==> config.mk <==
export PLATFORM = sky130hd
export DESIGN_NAME = taillight_input_conditioner
export DESIGN_NICKNAME = d
export VERILOG_FILES = /design/src/rtl/taillight_input_conditioner.sv
export SDC_FILE = /design/constraint.sdc
export NUM_CORES = 1
export LEC_CHECK = 0
export BUFFER_PORTS_ARGS = -buffer_cell sky130_fd_sc_hd__buf_2
export CAP_MARGIN = 30
export CORE_MARGIN = 4
export CORE_UTILIZATION = 30
export CTS_CLUSTER_SIZE = 25
export DETAILED_ROUTE_END_ITERATION = 6
export PLACE_DENSITY = 0.45
export SYNTH_ARGS = -nofsm -noshare
export SYNTH_HDL_FRONTEND = slang
export SYNTH_SLANG_ARGS = --single-unit
export TNS_END_PERCENT = 20
==> constraint.sdc <==
create_clock -name clk -period 2.2 [get_ports clk]
set_input_delay 0.11 -clock clk [delete_from_list [all_inputs] [get_ports clk]]
set_output_delay 0.11 -clock clk [all_outputs]
set_load 0.01 [all_outputs]
==> src/rtl/taillight_input_conditioner.sv <==
// taillight_input_conditioner
//
// Turns the raw, asynchronous and bouncing driver controls (turn-signal stalk
// contacts and brake pedal switch) into clean, registered levels for the
// taillight sequencer.
//
// Per input: two-flop synchroniser, then a debouncer that accepts a new level
// only after it has persisted for DEBOUNCE_CYCLES consecutive synchronised
// cycles. The two stalk contacts are then arbitrated by a Moore FSM
// (IDLE / LEFT / RIGHT / FAULT); the brake level is registered once so all
// outputs share the same latency.
//
// Optional feature macro: BRAKE_STRETCH_EN
//   defined   : brake output is held high for at least BRAKE_HOLD cycles.
//   undefined : brake output is the registered debounced brake level only.
//
// Parameters:
//   DEBOUNCE_CYCLES : cycles a new synchronised level must persist (>= 1)
//   BRAKE_HOLD      : minimum brake assertion length, stretch build only (>= 1)
//
// Ports:
//   clk         in  : system clock, rising edge
//   rst_n       in  : asynchronous active-low reset
//   raw_left    in  : stalk left contact (async, bouncing)
//   raw_right   in  : stalk right contact (async, bouncing)
//   raw_brake   in  : brake pedal switch (async, bouncing)
//   turn_left   out : conditioned left-turn request
//   turn_right  out : conditioned right-turn request
//   brake       out : conditioned brake request
//   stalk_fault out : both stalk contacts debounced active

module taillight_input_conditioner #(
    parameter int unsigned DEBOUNCE_CYCLES = 4,
    parameter int unsigned BRAKE_HOLD      = 8
) (
    input  logic clk,
    input  logic rst_n,
    input  logic raw_left,
    input  logic raw_right,
    input  logic raw_brake,
    output logic turn_left,
    output logic turn_right,
    output logic brake,
    output logic stalk_fault
);

    localparam int unsigned NumCh   = 3;
    localparam int unsigned ChLeft  = 0;
    localparam int unsigned ChRight = 1;
    localparam int unsigned ChBrake = 2;

    localparam int unsigned     CntW    = $clog2(DEBOUNCE_CYCLES) + 1;
    localparam logic [CntW-1:0] CntLast = CntW'(DEBOUNCE_CYCLES - 1);

    // Elaboration-time guard on parameter ranges.
    if (DEBOUNCE_CYCLES < 1 || BRAKE_HOLD < 1) begin : g_param_check
        $error("DEBOUNCE_CYCLES and BRAKE_HOLD must both be at least 1");
    end

    // ------------------------------------------------------------------
    // Synchronisers
    // ------------------------------------------------------------------
    logic [NumCh-1:0] raw_vec;
    logic [NumCh-1:0] sync_meta;
    logic [NumCh-1:0] sync_q;

    assign raw_vec = {raw_brake, raw_right, raw_left};

    always_ff @(posedge clk or negedge rst_n) begin
        if (!rst_n) begin
            sync_meta <= '0;
            sync_q    <= '0;
        end else begin
            sync_meta <= raw_vec;
            sync_q    <= sync_meta;
        end
    end

    // ------------------------------------------------------------------
    // Debouncers: a differing level must be seen on DEBOUNCE_CYCLES
    // consecutive cycles; any return to the held level restarts the count.
    // ------------------------------------------------------------------
    logic [NumCh-1:0] db;
    logic [CntW-1:0]  db_cnt [NumCh];

    always_ff @(posedge clk or negedge rst_n) begin
        if (!rst_n) begin
            db <= '0;
            for (int i = 0; i < NumCh; i++) begin
                db_cnt[i] <= '0;
            end
        end else begin
            for (int i = 0; i < NumCh; i++) begin
                if (sync_q[i] != db[i]) begin
                    if (db_cnt[i] == CntLast) begin
                        db[i]     <= sync_q[i];
                        db_cnt[i] <= '0;
                    end else begin
                        db_cnt[i] <= db_cnt[i] + 1'b1;
                    end
                end else begin
                    db_cnt[i] <= '0;
                end
            end
        end
    end

    // ------------------------------------------------------------------
    // Stalk arbitration FSM
    // ------------------------------------------------------------------
    typedef enum logic [1:0] {
        StIdle,
        StLeft,
        StRight,
        StFault
    } stalk_state_e;

    stalk_state_e state;
    stalk_state_e state_next;
    logic         db_left;
    logic         db_right;

    assign db_left  = db[ChLeft];
    assign db_right = db[ChRight];

    // Outside FAULT the next state depends only on the contact pair, which
    // gives the direct LEFT<->RIGHT changeover without an IDLE cycle.
    // FAULT is sticky until both contacts are released.
    always_comb begin
        state_next = state;
        unique case (state)
            StIdle, StLeft, StRight: begin
                unique case ({db_left, db_right})
                    2'b10:   state_next = StLeft;
                    2'b01:   state_next = StRight;
                    2'b11:   state_next = StFault;
                    default: state_next = StIdle;
                endcase
            end
            StFault: begin
                if (!db_left && !db_right) begin
                    state_next = StIdle;
                end
            end
            default: state_next = StIdle;
        endcase
    end

    // Outputs are decoded from the next state so they are registered
    // alongside the state itself.
    always_ff @(posedge clk or negedge rst_n) begin
        if (!rst_n) begin
            state       <= StIdle;
            turn_left   <= 1'b0;
            turn_right  <= 1'b0;
            stalk_fault <= 1'b0;
        end else begin
            state       <= state_next;
            turn_left   <= (state_next == StLeft);
            turn_right  <= (state_next == StRight);
            stalk_fault <= (state_next == StFault);
        end
    end

    // ------------------------------------------------------------------
    // Brake output
    // ------------------------------------------------------------------
`ifdef BRAKE_STRETCH_EN
    localparam int unsigned      HoldW    = $clog2(BRAKE_HOLD) + 1;
    localparam logic [HoldW-1:0] HoldLoad = HoldW'(BRAKE_HOLD - 1);

    logic [HoldW-1:0] hold_cnt;

    // hold_cnt is loaded on the edge where brake rises; brake stays high
    // while either the debounced level or the remaining hold is active.
    // A re-press during the hold does not reload, as brake never fell.
    always_ff @(posedge clk or negedge rst_n) begin
        if (!rst_n) begin
            brake    <= 1'b0;
            hold_cnt <= '0;
        end else begin
            brake <= db[ChBrake] | (hold_cnt != '0);
            if (db[ChBrake] && !brake) begin
                hold_cnt <= HoldLoad;
            end else if (hold_cnt != '0) begin
                hold_cnt <= hold_cnt - 1'b1;
            end
        end
    end
`else
    always_ff @(posedge clk or negedge rst_n) begin
        if (!rst_n) begin
            brake <= 1'b0;
        end else begin
            brake <= db[ChBrake];
        end
    end
`endif

endmodule

Word level (Yosys, flattened, before mapping)
Cells that the tools add are included.
{"block": "classes", "eq_ne": 15, "addsub": 3, "reduce_logical": 8, "muxes": 9}
{"operator": "3-bit two-way mux", "n": 6}
{"operator": "2-bit equality test, second input constant", "n": 6}
{"operator": "3-bit by 1-bit adder with 3-bit output, second input constant", "n": 3}
{"operator": "3-bit by 2-bit equality test with 1-bit output, second input constant", "n": 3}
{"operator": "2-bit by 1-bit equality test with 1-bit output, second input constant", "n": 3}
{"operator": "2-bit one-hot mux with 3 select lines", "n": 1}
{"operator": "2-bit AND reduction", "n": 3}
{"operator": "2-bit one-hot mux with 2 select lines", "n": 1}
{"operator": "1-bit inequality test", "n": 3}
{"operator": "3-bit OR reduction", "n": 1}
{"operator": "1-bit zero test", "n": 2}
{"operator": "2-bit zero test", "n": 1}
{"operator": "2-bit two-way mux", "n": 1}
{"operator": "1-bit logical AND", "n": 1}
{"block": "word_totals", "in_bits": 5, "reg_bits": 24}

Logic depth before layout (Yosys ltp)
Gate-level depths: netlist of the first run.
{"block": "depth", "ltp_word": 5, "depth_mapped": 3, "depth_no_buf": 3}

Worst setup path after synthesis of the first run
No wires, ideal clock.
{"block": "synth_timing", "kind": "flip-flop to flip-flop", "startpoint": "reg db_cnt[0] (netlist name)", "endpoint": "reg db[2]", "path_stages_with_launch": 4, "setup_time_ns": 0.125, "t_arrival_ns": 1.012, "period_less_slack_ns": 1.137, "setup_slack_ns": 1.063, "path_cell_list": "dfrtp_1 > ha_1 > nor2b_1 > mux2_2"}
{"block": "synth_via", "elab_chain_cells": 2}
{"element": "start: declaration", "line": "84", "source": "logic [CntW-1:0] db_cnt [NumCh];"}
{"element": "start signal: indexed assignment", "line": "99", "source": "db_cnt[i] <= db_cnt[i] + 1'b1;"}
{"element": "3-bit by 2-bit equality test with 1-bit output", "line": "95", "source": "if (db_cnt[i] == CntLast) begin"}
{"element": "2-bit AND reduction (no line)"}
{"element": "end signal: indexed assignment", "line": "96", "source": "db[i] <= sync_q[i];"}
{"element": "end: declaration", "line": "83", "source": "logic [NumCh-1:0] db;"}
Every way passes these cells.
A chain may end at the register's enable or synchronous reset.

Worst setup path in the final report of the first run
Same ends and word-level chain as after synthesis.

==> results of run 1 <==
-- routing by layer --
| metal | global-route usage (%) | vias to the layer above |
|---|---|---|
| met1 | 10.5 | 200 |
| met5 | 0 | - |
| met2 | 10.8 | 7 |
| met4 | 5.57 | 0 |
| li1 | - | 207 |
| met3 | 1.91 | 2 |
-- state kept, by name (all words and copies together) (netlist names) --
name         cells
stalk_fault      1
turn_left        1
db_cnt           9
turn_right       1
state            2
sync_meta        3
sync_q           3
db               3
brake            1
-- layout make-up --
class / count / area (sq um) / share of cell area [%]
Multi-Input combinational cell: 27 / 226 / 23.1
Timing Repair Buffer: 12 / 80.1 / 8.16
Sequential cell: 24 / 601 / 61.2
Tap cell: 30 / 37.5 / 3.83
Clock buffer: 4 / 36.3 / 3.70
-- logic make-up (layout without fill, tap and decap cells) --
kind of cell / after synthesis / count (layout)
flip-flops: 24 / 24
adder cells (fa/ha/maj): 4 / 4
buffers and inverters: 0 / 16
multiplexers: 3 / 3
AND/OR/NAND/NOR: 15 / 15
AO/OA/AOI/OAI: 2 / 2
XOR/XNOR: 3 / 3
-- cells in the mapped netlist, drive strengths merged --
cell type and n:
nor2b 3, xnor2 3, a21o 2, ha 3, and2 1, nor3b 6, dfrtp 24, nor3 3
and2b 2, maj3 1, mux2 3
-- final timing paths --
kind                                   start         end  slack, ns
max in group asynchronous              rst_n  turn_right       1.54
worst max register to register     db_cnt[0]       db[2]       0.99
worst min register to register  sync_meta[1]   sync_q[1]       0.36
min in group clk                sync_meta[1]   sync_q[1]       0.36
worst max-delay path               db_cnt[0]       db[2]       0.99
worst min-delay path                   rst_n   db_cnt[2]       0.30
-- power by group --
| group | total (mW) | switching, mW | internal [mW] |
|---|---|---|---|
| Combinational | 0.293 | 0.128 | 0.165 |
| Sequential | 0.646 | 0.0747 | 0.571 |
| Clock | 0.224 | 0.123 | 0.101 |
-- repair_timing --
item,CTS,global route
endpoints found under the hold margin,27,0
endpoints found under the setup margin,0,0
hold buffers,4,0
-- critical path, cell delays in order, from the launching register on --
cell and delay (ns):
dfrtp_1 0.38, ha_1 0.16, nor2b_1 0.22, mux2_2 0.35
-- metrics by stage --
stage	area, sq um	instances	hold WS [ns]
final	981	97	0.301
after global routing	981	97	0.337
after CTS	981	97	0.308
after detailed placement	905	89	0.131
after global placement	905	89	0.123
after floorplan	827	51	-0.186
==> results.json, run 1 <==
{
  "drt-met1-wl_um": 548,
  "grt_max_degree": 25,
  "via_count": 416,
  "routed-wl-met2_um": 480,
  "drc": 0,
  "finalPower_mw": 1.16,
  "synth_top_family_by_area": "simple AND/OR/NAND/NOR gates",
  "wl_per_cell_um": 11.4,
  "yosysSeqAreaShare_pct": 72.6,
  "slew_headroom_pct": 65.1,
  "synth.area.top_cells": "dfrtp_1 (73%), nor3b_1 (5.4%), ha_1 (4.5%), mux2_2 (4.1%), xnor2_1 (3.2%)",
  "synth_xor_area_share_pct": 3.18,
  "h-tree-depth": 1,
  "root_buffer": "clkbuf_4",
  "synth_cells": 51,
  "grt_pass1_vias": 459,
  "avgSynthCellArea_sq_um": 16.2,
  "wl_um": 1110,
  "cp_max_fo": 3,
  "worstRegToRegCells": 3,
  "hold_viol_final": 0,
  "period_share_pct": 55.1,
  "tightest_slew_ns": 0.523,
  "required_ns": 2.41,
  "synth-seq-cells": 24,
  "n_antenna_cell": 0,
  "fin_setup_tns_ns": 0,
  "area_growth_pct": 18.6,
  "final_common_cell": "dfrtp_1",
  "port_buffers": 8,
  "fin_util_pct": 38.5,
  "clock_sinks": 24,
  "p_leak_nw": 0.467,
  "holdCritPathClass": "in2async",
  "initial_utilization_pct": 32.5,
  "cts_tree": "done",
  "drtPass1Iterations": 2,
  "highest_layer": "met4",
  "fillers": 251,
  "synth_adder_area_share_pct": 5.75,
  "yosysTopAreaCellShare_pct": 72.6,
  "cap_violations": 0,
  "grt_usage_pct": 7.76,
  "synth.distinct_cells": 12,
  "layout.nets": 76,
  "antenna_left": 0,
  "clkTransAtPathRegs_ns": 0.12,
  "rows": 18,
  "synth_top_area_cell": "dfrtp_1",
  "synth_compound_area_share_pct": 2.12,
  "grt_pass1_wl_um": 2060,
  "crit_arrival_ns": 1.42,
  "antenna_found_initial": 0,
  "gp_congestion": 0.596,
  "cts_resized": 0,
  "die_area_sq_um": 3660,
  "power.density_nw_per_um2": 1190,
  "drtIter0Drc": 2,
  "synth.area.mux_share_pct": 4.08,
  "cp-start-kind": "flop",
  "cts_buffers": 3,
  "end_kind": "flop",
  "core_area_sq_um": 2540,
  "io_pins": 9,
  "place_ws_ns": 1.00,
  "rsz0062_at_grt": "no",
  "most-common-layout-cells": "dfrtp_1 (24), buf_2 (8), nor3b_1 (6), dlygate4sd3_1 (4)",
  "drive_above_1_share_pct": 26.9,
  "die_h_um": 60.5,
  "fmax_mhz": 824,
  "outcome": "finished, final reports clean",
  "cts_max_path_buffers": 2,
  "wl_met3_um": 61,
  "clkLatencyLatePin_ns": 0.30,
  "die_x_um": 60.5,
  "post_cts.repair.setup_buffers": 0,
  "path_class": "reg2reg",
  "grt_overflow": 0,
  "place_hpwl_um": 751,
  "vdd_drop_max_v": 0.000462,
  "clock_skew_ns": 0.00320,
  "vias_per_cell": 4.29,
  "synth_nets": 59,
  "drv_slew": 0,
  "synth_simple_gate_area_share_pct": 12.3,
  "yosys_warnings": 0,
  "setup-violations-final": 0,
  "layout_setup_ws_ns": 0.987,
  "syn_area_sq_um": 827,
  "fin_crit_ns": 1.21
}
Power figures use the tool's default switching activity.
==> run 2, diff against run 1 <==
Settings changed: PLACE_DENSITY 0.45 to 0.47.
Clock period 2.2 ns to 1.05 ns, I/O delays scaled along.
==> run 2 against run 1 <==
The flow now finishes with violations (setup timing). Power rose by 140%. Critical endpoint is now db[1]. Flip-flop and latch count is the same. Clock skew up 0.0010 ns. Via count increased by 16%. Critical path depth unchanged. Sequential power grew 110%. Utilization grew 5.9 points. Wire length up 9.3%. Worst hold slack worse by 0.066 ns. Count of clock-buffer cells in the layout unchanged.
==> results.json, run 2 (synthesized netlist as in run 1, its figures left out) <==
{
  "clock_skew_ns": 0.00420,
  "rows": 18,
  "fillers": 233,
  "cap_violations": 0,
  "fmax_mhz": 904,
  "antenna_left": 0,
  "largest-register": "db_cnt",
  "largest_register_ffs": 9,
  "clkTransAtPathRegs_ns": 0.13,
  "period_share_pct": 105,
  "drtIter0Drc": 0,
  "port_buffers": 8,
  "cts_buffers": 3,
  "crit_arrival_ns": 1.31,
  "die_h_um": 60.5,
  "cts_tree": "done",
  "n_antenna_cell": 0,
  "hold_viol_final": 0,
  "cp-start-kind": "flop",
  "wl_um": 1210,
  "highest_layer": "met4",
  "stdcell_count": 108,
  "dpl_cell_area_sq_um": 1010,
  "placedCellCount": 98,
  "finalPower_mw": 2.82,
  "rrSetupSlack_ns": -0.06,
  "die_x_um": 60.5,
  "wl_per_cell_um": 11.2,
  "h-tree-depth": 1,
  "reg2reg_to": "db[1]",
  "grt_max_degree": 25,
  "tightest_slew_ns": 0.525,
  "place_hpwl_um": 793,
  "violations": "setup timing",
  "layout.nets": 87,
  "whs_ns": 0.236,
  "multi_input_area_sq_um": 295,
  "slew_headroom_pct": 65.0,
  "setup-violations-final": 4,
  "grt_pass1_wl_um": 2130,
  "path_class": "reg2reg",
  "vdd_drop_max_v": 0.00145,
  "p_leak_nw": 0.543,
  "drc": 0,
  "reg2reg_from": "db_cnt[3]",
  "wl_met3_um": 91,
  "final_common_cell": "dfrtp_1",
  "rsz0062_at_grt": "yes",
  "initial_utilization_pct": 32.5,
  "power.density_nw_per_um2": 2490,
  "vias_per_cell": 4.48,
  "fin_crit_ns": 1.11,
  "drive_above_1_share_pct": 51.3,
  "antenna_found_initial": 0,
  "grt_usage_pct": 8.03,
  "final_cell_area_sq_um": 1130,
  "core_area_sq_um": 2540,
  "most-common-layout-cells": "dfrtp_1 (24), buf_4 (11), buf_2 (8), dlygate4sd3_1 (4)",
  "gp_congestion": 0.666,
  "io_pins": 9,
  "holdCritPathClass": "in2async",
  "via_count": 484,
  "grt_pass1_vias": 484,
  "routed-wl-met2_um": 592,
  "drt-met1-wl_um": 516,
  "layout_setup_ws_ns": -0.0556,
  "grt_overflow": 0,
  "clkLatencyLatePin_ns": 0.31,
  "end_kind": "flop",
  "area_growth_pct": 36.9,
  "outcome": "finished with violations",
  "cp_max_fo": 2,
  "required_ns": 1.25,
  "die_area_sq_um": 3660,
  "drtPass1Iterations": 1,
  "regArea_sq_um": 601,
  "cts_max_path_buffers": 2,
  "clock_sinks": 24,
  "worstRegToRegCells": 3,
  "root_buffer": "clkbuf_4",
  "drv_slew": 0
}
-- run 2: through the flow --
step | setup TNS, ns | setup WS, ns | util (%)
floorplan | -0.0154 | -0.0118 | -
global placement | -0.112 | -0.0437 | 39.8
detailed placement | -0.125 | -0.0469 | 39.8
CTS | -0.238 | -0.0628 | 43.3
global route | -0.409 | -0.108 | 44.5
finish | -0.158 | -0.0556 | 44.5
-- run 2: what timing repair did --
item,CTS,global route
resized for setup,1,5
buffers inserted,1,1
hold buffers,4,0
endpoints found under the hold margin,27,0
endpoints found under the setup margin,5,10
-- run 2: final cells by class --
type,count,share of cell area (%)
timing repair buffer,23,14.4
clock buffer,4,3.20
sequential,24,53.0
tap,30,3.31
multi-input combinational,27,26.1
-- run 2: worst max-delay path by stage --
stage | from | depth (start not counted) | slack, ns | end
floorplan | db_cnt[0] | 3 | -0.01 | db[2]
global placement | db_cnt[6] | 3 | -0.04 | db[0]
detailed placement | db_cnt[6] | 3 | -0.05 | db[0]
CTS | db_cnt[3] | 3 | -0.06 | db[1]
global route | db_cnt[3] | 3 | -0.11 | db[1]
finish | db_cnt[3] | 3 | -0.06 | db[1]
-- run 2: per-layer routing --
layer | global-route usage, % | vias to the layer above
met1 | 9.68 | 243
met2 | 12.5 | 10
met4 | 1.86 | 0
li1 | - | 229
met3 | 4.68 | 2
met5 | 0 | -
-- run 2: where the power goes --
part / switching, mW / internal [mW] / leakage, nW / total (mW)
clock network: 0.261 / 0.212 / 0.0210 / 0.472
registers: 0.142 / 1.20 / 0.299 / 1.34
logic: 0.373 / 0.633 / 0.222 / 1.01
total: 0.775 / 2.04 / 0.543 / 2.82
-- run 2: worst max-delay path: stages (launching register included) --
cell	delay [ns]
dfrtp_1	0.38
ha_2	0.18
nor2b_4	0.15
mux2_4	0.30
==> run 3, diff against run 2 <==
Settings changed: REMOVE_ABC_BUFFERS from default to 1.
==> run 3 against run 2 <==
The run still ends with setup timing left. Clock skew rose by 0.0019 ns. Cell area fell by 2.1%. Power fell by 2.4%. Wire length fell by 3.1%. Highest routed layer unchanged. First-iteration DRC count rose by 1. Sequential power barely moved. Flip-flop and latch count did not move. Largest power group unchanged.
==> results.json, run 3 (synthesized netlist as in run 1, its figures left out) <==
{
  "outcome": "finished with violations",
  "violations": "setup timing",
  "slew_headroom_pct": 65.3,
  "tightest_slew_ns": 0.521,
  "critical_path.cell_chain": "ha_2 -> nor2b_4 -> mux2_4",
  "p_leak_nw": 0.529,
  "path_class": "reg2reg",
  "power.density_nw_per_um2": 2480,
  "vdd_drop_max_v": 0.00109,
  "cp-start-kind": "flop",
  "fin_setup_tns_ns": -0.184,
  "cts_tree": "done",
  "power.internal_mw": 2.00,
  "core_area_sq_um": 2540,
  "fmax_mhz": 896,
  "antenna_found_initial": 0,
  "holdCritPathClass": "in2async",
  "clock_sinks": 24,
  "largest-register": "db_cnt",
  "cts_max_path_buffers": 2,
  "rsz0062_at_grt": "yes",
  "met3_usage_pct": 1.91,
  "layout.nets": 84,
  "p_sw_uw": 750,
  "grtUsageMet1_pct": 8.57,
  "grt_busiest_layer": "met2",
  "dpl_cell_area_sq_um": 942,
  "drc": 0,
  "fin_crit_ns": 1.12,
  "antenna_left": 0,
  "port_buffers": 8,
  "root_buffer": "clkbuf_4",
  "vias_per_cell": 4.37,
  "h-tree-depth": 1,
  "via_count": 459,
  "n_antenna_cell": 0,
  "die_x_um": 60.5,
  "final_cell_area_sq_um": 1110,
  "grt_pass1_wl_um": 2060,
  "gp_congestion": 0.643,
  "clkTransAtPathRegs_ns": 0.13,
  "layout_setup_ws_ns": -0.0662,
  "end_kind": "flop",
  "max_stage_delay_ns": 0.37,
  "pwr-share-seq_pct": 49.0,
  "wl_um": 1170,
  "clock_skew_ns": 0.00615,
  "initial_utilization_pct": 32.5,
  "whs_ns": 0.242,
  "required_ns": 1.26,
  "cpMaxStageDelayCell": "dfrtp_1",
  "place_hpwl_um": 754,
  "grt_usage_pct": 7.75,
  "final_common_cell": "dfrtp_1",
  "met2_usage_pct": 13.0,
  "most-common-layout-cells": "dfrtp_1 (23), buf_2 (8), buf_4 (8), nor3b_1 (4), dlygate4sd3_1 (4)",
  "die_area_sq_um": 3660,
  "setup-violations-final": 4,
  "cp_max_fo": 2,
  "drtIter0Drc": 1,
  "placedCellCount": 94,
  "drv_slew": 0,
  "io_pins": 9,
  "grt_pass1_vias": 509,
  "rows": 18,
  "wl_per_cell_um": 11.2,
  "cts_buffers": 3,
  "largest_register_ffs": 9,
  "grt_max_degree": 25,
  "comb_power_share_pct": 33.9,
  "crit_arrival_ns": 1.32,
  "switching_share_pct": 27.3,
  "hold_viol_final": 0,
  "grt_overflow": 0,
  "clkLatencyLatePin_ns": 0.30,
  "drive_above_1_share_pct": 49.3,
  "period_share_pct": 106,
  "drtPass1Iterations": 2,
  "power.share.clock_pct": 17.1,
  "stdcell_count": 105,
  "die_h_um": 60.5,
  "area_growth_pct": 34.0,
  "cap_violations": 0
}
==> run 3: cell count changes in the layout (fill, tap and decap cells not counted) <==
cell	before	now
buf_4	11	8
dfrtp_1	24	23
dfrtp_2	0	1
nor3_1	2	3
nor3_2	1	0
nor3b_1	3	4
nor3b_2	3	2
xnor2_1	2	1
xnor2_2	1	2
==> run 3: per-stage QoR <==
| stage | util, % | setup slack [ns] | power (mW) |
|---|---|---|---|
| final | 43.6 | -0.0662 | 2.75 |
| after global routing | 43.6 | -0.102 | 2.95 |
| after CTS | 42.4 | -0.0588 | 2.72 |
| after detailed placement | 37.0 | -0.128 | 2.12 |
| after global placement | 37.0 | -0.114 | 2.11 |
| after floorplan | - | -0.0866 | 1.80 |
==> run 3: critical path: cells and delay by family, from the launching register on <==
kind / cells / cell delay, ns
flops: 1 / 0.37
mux: 1 / 0.30
fa+ha+maj: 1 / 0.19
simple gates: 1 / 0.16
==> run 3: path summary, 6_finish.rpt <==
kind | startpoint | endpoint | slack, ns | cells past startpoint
setup / recovery | db_cnt[6] | db[0] | -0.07 | 3
hold / removal | rst_n | db[2] | 0.24 | 2
setup reg to reg | db_cnt[6] | db[0] | -0.07 | 3
hold reg to reg | sync_meta[1] | sync_q[1] | 0.36 | 0
max in group asynchronous | rst_n | db[1] | 0.42 | 2
min in group clk | sync_meta[1] | sync_q[1] | 0.36 | 0
==> run 3: power by group through the flow <==
stage / Combinational (mW) / Sequential (mW) / Clock, mW
2_1_floorplan: 0.411 / 1.39 / 0
3_3_place_gp: 0.760 / 1.35 / 0
3_5_place_dp: 0.768 / 1.35 / 0
4_1_cts: 0.884 / 1.33 / 0.500
5_1_grt: 1.03 / 1.39 / 0.532
6_report: 0.930 / 1.35 / 0.469
==> run 3: repair_timing <==
| item | 4_1_cts | 5_1_grt |
|---|---|---|
| gates resized for setup | 13 | 5 |
| pin swaps | 3 | 0 |
| gates cloned | 0 | 0 |
| hold buffers | 4 | 0 |
| endpoints found under the hold margin | 27 | 0 |
| buffers inserted | 2 | 1 |
| setup endpoints to repair | 5 | 11 |
==> run 3: cell type report <==
| class | count | area [sq um] |
|---|---|---|
| Fill cell | 235 | 1440 |
| Sequential cell | 24 | 602 |
| Multi-Input combinational cell | 27 | 293 |
| Timing Repair Buffer | 20 | 140 |
| Tap cell | 30 | 37.5 |
| Clock buffer | 4 | 36.3 |
==> run 3: routing by layer <==
metal,up-vias,share of wire (%)
li1,221,-
met1,228,44
met2,8,48
met3,2,5.9
met4,0,1.5
met5,-,0
